`src/rtl/dmem_port_arbiter.sv`:
```
`default_nettype none
// ============================================================================
// Module   : dmem_port_arbiter
// Brief    : Shares one dmem syncram port between the processor load/store
//            path (port 0) and a secondary master (port 1). Grants one access
//            per cycle, drives dmem from the winner and routes read data back
//            to the requester that issued the read.
// Revision : 1.0 - initial release
// ============================================================================
module dmem_port_arbiter #(
    parameter int ADDR_W       = 12,
    parameter int DATA_W       = 32,
    parameter int READ_LATENCY = 1,
    parameter int RR_MODE      = 0,
    parameter int MAX_WAIT     = 8
) (
    input  logic              clock,
    input  logic              reset,
    input  logic              req0,
    input  logic              we0,
    input  logic [ADDR_W-1:0] addr0,
    input  logic [DATA_W-1:0] wdata0,
    output logic              gnt0,
    output logic              rvalid0,
    output logic [DATA_W-1:0] rdata0,
    input  logic              req1,
    input  logic              we1,
    input  logic [ADDR_W-1:0] addr1,
    input  logic [DATA_W-1:0] wdata1,
    output logic              gnt1,
    output logic              rvalid1,
    output logic [DATA_W-1:0] rdata1,
    output logic [ADDR_W-1:0] address_dmem,
    output logic [DATA_W-1:0] data,
    output logic              wren,
    input  logic [DATA_W-1:0] q_dmem
);

    // Tag pipeline holds one stage per edge between grant and q_dmem valid.
    localparam int       c_PIPE_D   = READ_LATENCY + 1;
    localparam logic     c_RR       = (RR_MODE != 0);
    localparam logic [7:0] c_MAX_WAIT = 8'(MAX_WAIT);

    logic                r_last;       // last granted port (RR pointer)
    logic [7:0]          r_wait_cnt;   // consecutive denied cycles of port 1
    logic [c_PIPE_D-1:0] r_tag_v;      // read in flight at this stage
    logic [c_PIPE_D-1:0] r_tag_p;      // port id of that read
    logic [DATA_W-1:0]   r_rdata0;
    logic [DATA_W-1:0]   r_rdata1;

    logic                w_pick1;
    logic                w_grant0;
    logic                w_grant1;
    logic                w_any;
    logic                w_we;
    logic [ADDR_W-1:0]   w_addr;
    logic [DATA_W-1:0]   w_wdata;

    // Winner selection: tie-break is RR pointer or starvation counter
    always_comb begin
        w_pick1  = c_RR ? ~r_last : (r_wait_cnt == c_MAX_WAIT);
        w_grant1 = req1 & (~req0 | w_pick1);
        w_grant0 = req0 & ~w_grant1;
        w_any    = w_grant0 | w_grant1;
        w_we     = w_grant1 ? we1    : we0;
        w_addr   = w_grant1 ? addr1  : addr0;
        w_wdata  = w_grant1 ? wdata1 : wdata0;
    end

    // Registered grant and dmem drive; address/data hold while idle
    always_ff @(posedge clock or posedge reset) begin
        if (reset) begin
            gnt0         <= 1'b0;
            gnt1         <= 1'b0;
            wren         <= 1'b0;
            address_dmem <= '0;
            data         <= '0;
        end else begin
            gnt0 <= w_grant0;
            gnt1 <= w_grant1;
            wren <= w_any & w_we;
            if (w_any) begin
                address_dmem <= w_addr;
                data         <= w_wdata;
            end
        end
    end

    // RR pointer moves only on a grant; wait counter tracks port 1 starvation
    always_ff @(posedge clock or posedge reset) begin
        if (reset) begin
            r_last     <= 1'b0;
            r_wait_cnt <= '0;
        end else begin
            if (w_any) begin
                r_last <= w_grant1;
            end
            if (req1 && !w_grant1) begin
                if (r_wait_cnt != c_MAX_WAIT) begin
                    r_wait_cnt <= r_wait_cnt + 8'd1;
                end
            end else begin
                r_wait_cnt <= '0;
            end
        end
    end

    // Read tags shift toward the stage aligned with q_dmem valid
    always_ff @(posedge clock or posedge reset) begin
        if (reset) begin
            r_tag_v <= '0;
            r_tag_p <= '0;
        end else begin
            r_tag_v <= {r_tag_v[c_PIPE_D-2:0], w_any & ~w_we};
            r_tag_p <= {r_tag_p[c_PIPE_D-2:0], w_grant1};
        end
    end

    assign rvalid0 = r_tag_v[READ_LATENCY] & ~r_tag_p[READ_LATENCY];
    assign rvalid1 = r_tag_v[READ_LATENCY] &  r_tag_p[READ_LATENCY];

    // Capture returned data so rdata holds its last valid value
    always_ff @(posedge clock or posedge reset) begin
        if (reset) begin
            r_rdata0 <= '0;
            r_rdata1 <= '0;
        end else begin
            if (rvalid0) begin
                r_rdata0 <= q_dmem;
            end
            if (rvalid1) begin
                r_rdata1 <= q_dmem;
            end
        end
    end

    assign rdata0 = rvalid0 ? q_dmem : r_rdata0;
    assign rdata1 = rvalid1 ? q_dmem : r_rdata1;

endmodule
`default_nettype wire

```
`config.mk`:
```
export PLATFORM = sky130hd
export DESIGN_NAME = dmem_port_arbiter
export DESIGN_NICKNAME = d
export VERILOG_FILES = /design/src/rtl/dmem_port_arbiter.sv
export SDC_FILE = /design/constraint.sdc
export NUM_CORES = 1
export LEC_CHECK = 0
export ABC_AREA = 1
export BUFFER_PORTS_ARGS = -buffer_cell sky130_fd_sc_hd__buf_2
export CELL_PAD_IN_SITES_DETAIL_PLACEMENT = 1
export CELL_PAD_IN_SITES_GLOBAL_PLACEMENT = 1
export CORE_UTILIZATION = 36
export DETAILED_ROUTE_END_ITERATION = 16
export HOLD_SLACK_MARGIN = 0.02
export PLACE_DENSITY = 0.93
export SYNTH_ARGS = -nofsm -noshare
export SYNTH_HDL_FRONTEND = slang
export SYNTH_SLANG_ARGS = --single-unit
```
`constraint.sdc`:
```
create_clock -name clock -period 8.4 [get_ports clock]
set_clock_uncertainty 0.1 [all_clocks]
set_input_delay 1.26 -clock clock [delete_from_list [all_inputs] [get_ports clock]]
set_output_delay 1.26 -clock clock [all_outputs]
set_load 0.005 [all_outputs]
```
==> results <==
- The flow ran to the end, and the final reports show no timing, DRC or antenna violations.
- The pre-antenna-repair detailed-routing pass consisted of 4 iterations.
- The initial utilization of the core area, before any placement, comes to 0.368.
- In this run the horizontal extent of the chip is 124 um.
- TritonCTS built the clock tree.
- The antenna diode instance count is 0.
- The count of flip-flops with a built-in enable after synthesis is 0.
- VDD sags by at most 0.113 mV.
- The first global-routing pass estimated 26.2 mm of wire.
- The sequential share of power is 0.398.
- The endpoint class of the critical path is a primary output.
- The post-layout net count is 997.
- Across all hold checks on the routed design, the worst slack comes to 258 ps.
- The total core area is 14500 um^2.
- The share of total power consumed by net switching is 0.265.
- The cell count after synthesis came out at 645.
- The data required time at the worst endpoint is 7040 ps.
- The H-tree was split into 4 levels.
- Once layout is done, the placed cells without fillers occupy 7230 um^2.
- For this run, the top clock speed supported by timing is 0.280 GHz.
- The number of rows in the core area is 44.
- The async set-reset flop share out of synthesis is 1.00.
- Counting instances in the post-synthesis netlist gives the leading cell types as sky130_fd_sc_hd__nand2_1, sky130_fd_sc_hd__dfrtp_1, sky130_fd_sc_hd__nand3_1.
- The tree is rooted in a sky130_fd_sc_hd__clkbuf_16.
- The number of pins with negative max-slew slack in the final report is 0.
- Buffers inserted during clock tree synthesis total 17.
- The area growth from synthesis to layout is 35.6%.
- The detailed router finished its first iteration with 196 violations.
- The fraction of the yosys area taken by sequential cells is 0.573.
- The maximum buffer depth of the clock tree is 2.
- The initial antenna violation count is 0.
- The critical path in this run is classified as flop to primary output.
- The power per unit of standard cell area is 246 nW/um^2.
- In this run the static leakage power is 4.06 nW.
- STA puts the critical path data arrival time at 2220 ps.
- The number of clock sinks is 122.
- Measured on the finished design, the core utilization comes to 0.499.
- By area the synthesized netlist is led by sky130_fd_sc_hd__dfrtp_1, sky130_fd_sc_hd__nand2_1, sky130_fd_sc_hd__nand3_1.
- Dividing the detail-routed wire length by the instance count gives 15.8 um.
- Measured along the y axis, the die boundary spans 124 um.
- The most used flip-flop cell after synthesis is sky130_fd_sc_hd__dfrtp_1.
- After routing, the total negative slack on setup checks comes to 0 ps.
- The number of gates resized after CTS was 0.
- The hold violation total from the final report came to 0.
- The floorplan step defined a die boundary enclosing 15300 um^2.
- The all-layer global routing usage is 0.225.
- The design internal power is 1.31 mW.
- In the final layout, the share of cells above drive strength 1 is 0.315.
- The placed cell area is 6600 um^2.
- The switching power is 0.471 mW.
- The overall via count from detail_route is 5078.
- The clock reaches the later pin of the worst-skew pair after 400 ps.
- The number of register bits inferred by synthesis is 122.
- The startpoint type of the worst setup path is a flop.
- The detailed-route vias per instance is 4.76.
- The post-detailed-route DRC marker count is 0.
- The port buffer count is 238.
- For this run, the number of Yosys warnings is 0.
- Counting the fill cells in the layout gives 1818.
- Entering global routing, the biggest net connects 67 pins.
- Dividing the final minimum period by the clock period gives 0.426.
- The HPWL reported at the end of detailed placement is 11.5 mm.
- Setup repair after global routing left no endpoint under its margin.
- The share of total power dissipated in combinational logic is 0.165.
- The total I/O pin count is 239.
- The share of total power dissipated in the clock network is 0.438.
- The worst slew margin relative to its limit is 0.297.
- The count of unique library cells instantiated by Yosys is 20.
- The actual slew at the worst max-slew pin is 1050 ps.
- The detailed-route wire length is 16.8 mm.
- The number of global-route vias before repair came to 5356.
- The synthesized area per cell is 8.27 um^2.
- The weighted congestion reported at the end of routability-driven placement is 0.751.
- After clock tree synthesis, the flow added hold-fix buffers numbering 0.
- Clock-pin slew was measured on the worst setup and hold paths at 50 ps.
- In this run the post-CTS setup repair buffer count came out at 0.
- Setup violations remaining at the end of the flow were counted as 0.
- The critical-path maximum fanout is 64.
- The path class of the tightest hold or removal check is flop to flop.
- The area of the mapped netlist is 5330 um^2.
- The tool flagged a number of max-cap violations equal to 0.
- The routed design could run at a clock period as short as 3580 ps.
- Once detail routing completed, the nets flagged for antenna violations numbered 0.
- The largest total area in the synthesized netlist belongs to sky130_fd_sc_hd__dfrtp_1.
- For this run the aggregate overflow at the end of global routing stands at 0.
- The area share of the largest cell type after synthesis is 0.573.
- Yosys instantiated no cell more often than sky130_fd_sc_hd__nand2_1.
- The synthesized netlist net count is 773.
## power groups by stage
| stage | sequential [mW] | clock (mW) | combinational [mW] |
|---|---|---|---|
| floorplan | 0.709 | 0 | 0.140 |
| global placement | 0.709 | 0 | 0.279 |
| detailed placement | 0.715 | 0 | 0.293 |
| CTS | 0.708 | 0.796 | 0.298 |
| global route | 0.716 | 0.825 | 0.338 |
| finish | 0.707 | 0.778 | 0.293 |
## worst paths after layout
check / startpoint / end / slack [ps] / depth (start not counted)
max in group asynchronous: reset / r_rdata0[2] / 6080 / 3
max reg2reg: r_wait_cnt[0] / data[12] / 5690 / 8
min: r_tag_v[0] / r_tag_v[1] / 260 / 0
min reg2reg: r_tag_v[0] / r_tag_v[1] / 260 / 0
max: r_tag_v[1] / rdata0[8] / 4820 / 5
min in group asynchronous: reset / r_tag_p[0] / 920 / 2
## flip-flops by register name, indices dropped and copies added (netlist names)
name,cells
address_dmem,12
data,32
r_tag_v,2
r_wait_cnt,8
r_rdata1,32
r_tag_p,2
gnt0,1
wren,1
r_rdata0,32
## cell usage in the layout, fill, tap and decap left out, types with 2 or more instances in the layout
cell type,count
sky130_fd_sc_hd__nand2_1,163
sky130_fd_sc_hd__clkinvlp_4,2
sky130_fd_sc_hd__buf_2,238
sky130_fd_sc_hd__nand2_2,2
sky130_fd_sc_hd__bufinv_16,4
sky130_fd_sc_hd__dfrtp_1,122
sky130_fd_sc_hd__ha_1,2
sky130_fd_sc_hd__inv_1,92
sky130_fd_sc_hd__nor3_1,2
sky130_fd_sc_hd__o21ai_0,64
sky130_fd_sc_hd__buf_4,4
sky130_fd_sc_hd__xor2_1,3
sky130_fd_sc_hd__nor2_1,57
sky130_fd_sc_hd__clkbuf_16,17
sky130_fd_sc_hd__clkbuf_8,2
sky130_fd_sc_hd__clkinv_2,3
sky130_fd_sc_hd__nand3_1,94
sky130_fd_sc_hd__clkbuf_1,2
## cell type report
cell class	count	area, um^2	share of cell area
Clock inverter	11	168	0.0232
Tap cell	184	230	0.0319
Sequential cell	122	3050	0.422
Timing Repair Buffer	242	1220	0.169
Clock buffer	21	460	0.0637
Multi-Input combinational cell	392	1740	0.241
Inverter	94	355	0.0492
## kinds of logic (layout without fill, tap and decap cells)
group           Yosys count  in the layout  share of synthesized area
simple gates            319            319                      0.248
flops                   122            122                      0.573
buf+inv                 131            368                      0.105
compound gates           67             67                     0.0634
xor+xnor                  4              4                    0.00657
fa+ha+maj                 2              2                    0.00469
## critical path, cell delays in order, from the launching register on
cell and delay, ps:
sky130_fd_sc_hd__dfrtp_1 390, sky130_fd_sc_hd__inv_1 60, sky130_fd_sc_hd__nor2_1 50, sky130_fd_sc_hd__inv_2 670, sky130_fd_sc_hd__o21ai_0 380, sky130_fd_sc_hd__buf_2 240
## per-layer routing
layer	up-vias	GRT usage	wire, um
li1	2449	-	-
met2	205	0.390	8380
met5	-	0	0
met1	2403	0.258	6690
met3	21	0.0719	1480
met4	0	0.0851	240
## stage by stage
stage | setup slack, ps | total power, mW | cells
2_1_floorplan | 3800 | 0.849 | 645
3_3_place_gp | 4920 | 0.988 | 1034
3_5_place_dp | 4850 | 1.01 | 1034
4_1_cts | 4800 | 1.80 | 1066
5_1_grt | 4600 | 1.88 | 1066
6_report | 4820 | 1.78 | 1066
Note: power is estimated with default switching activity, not from simulation.
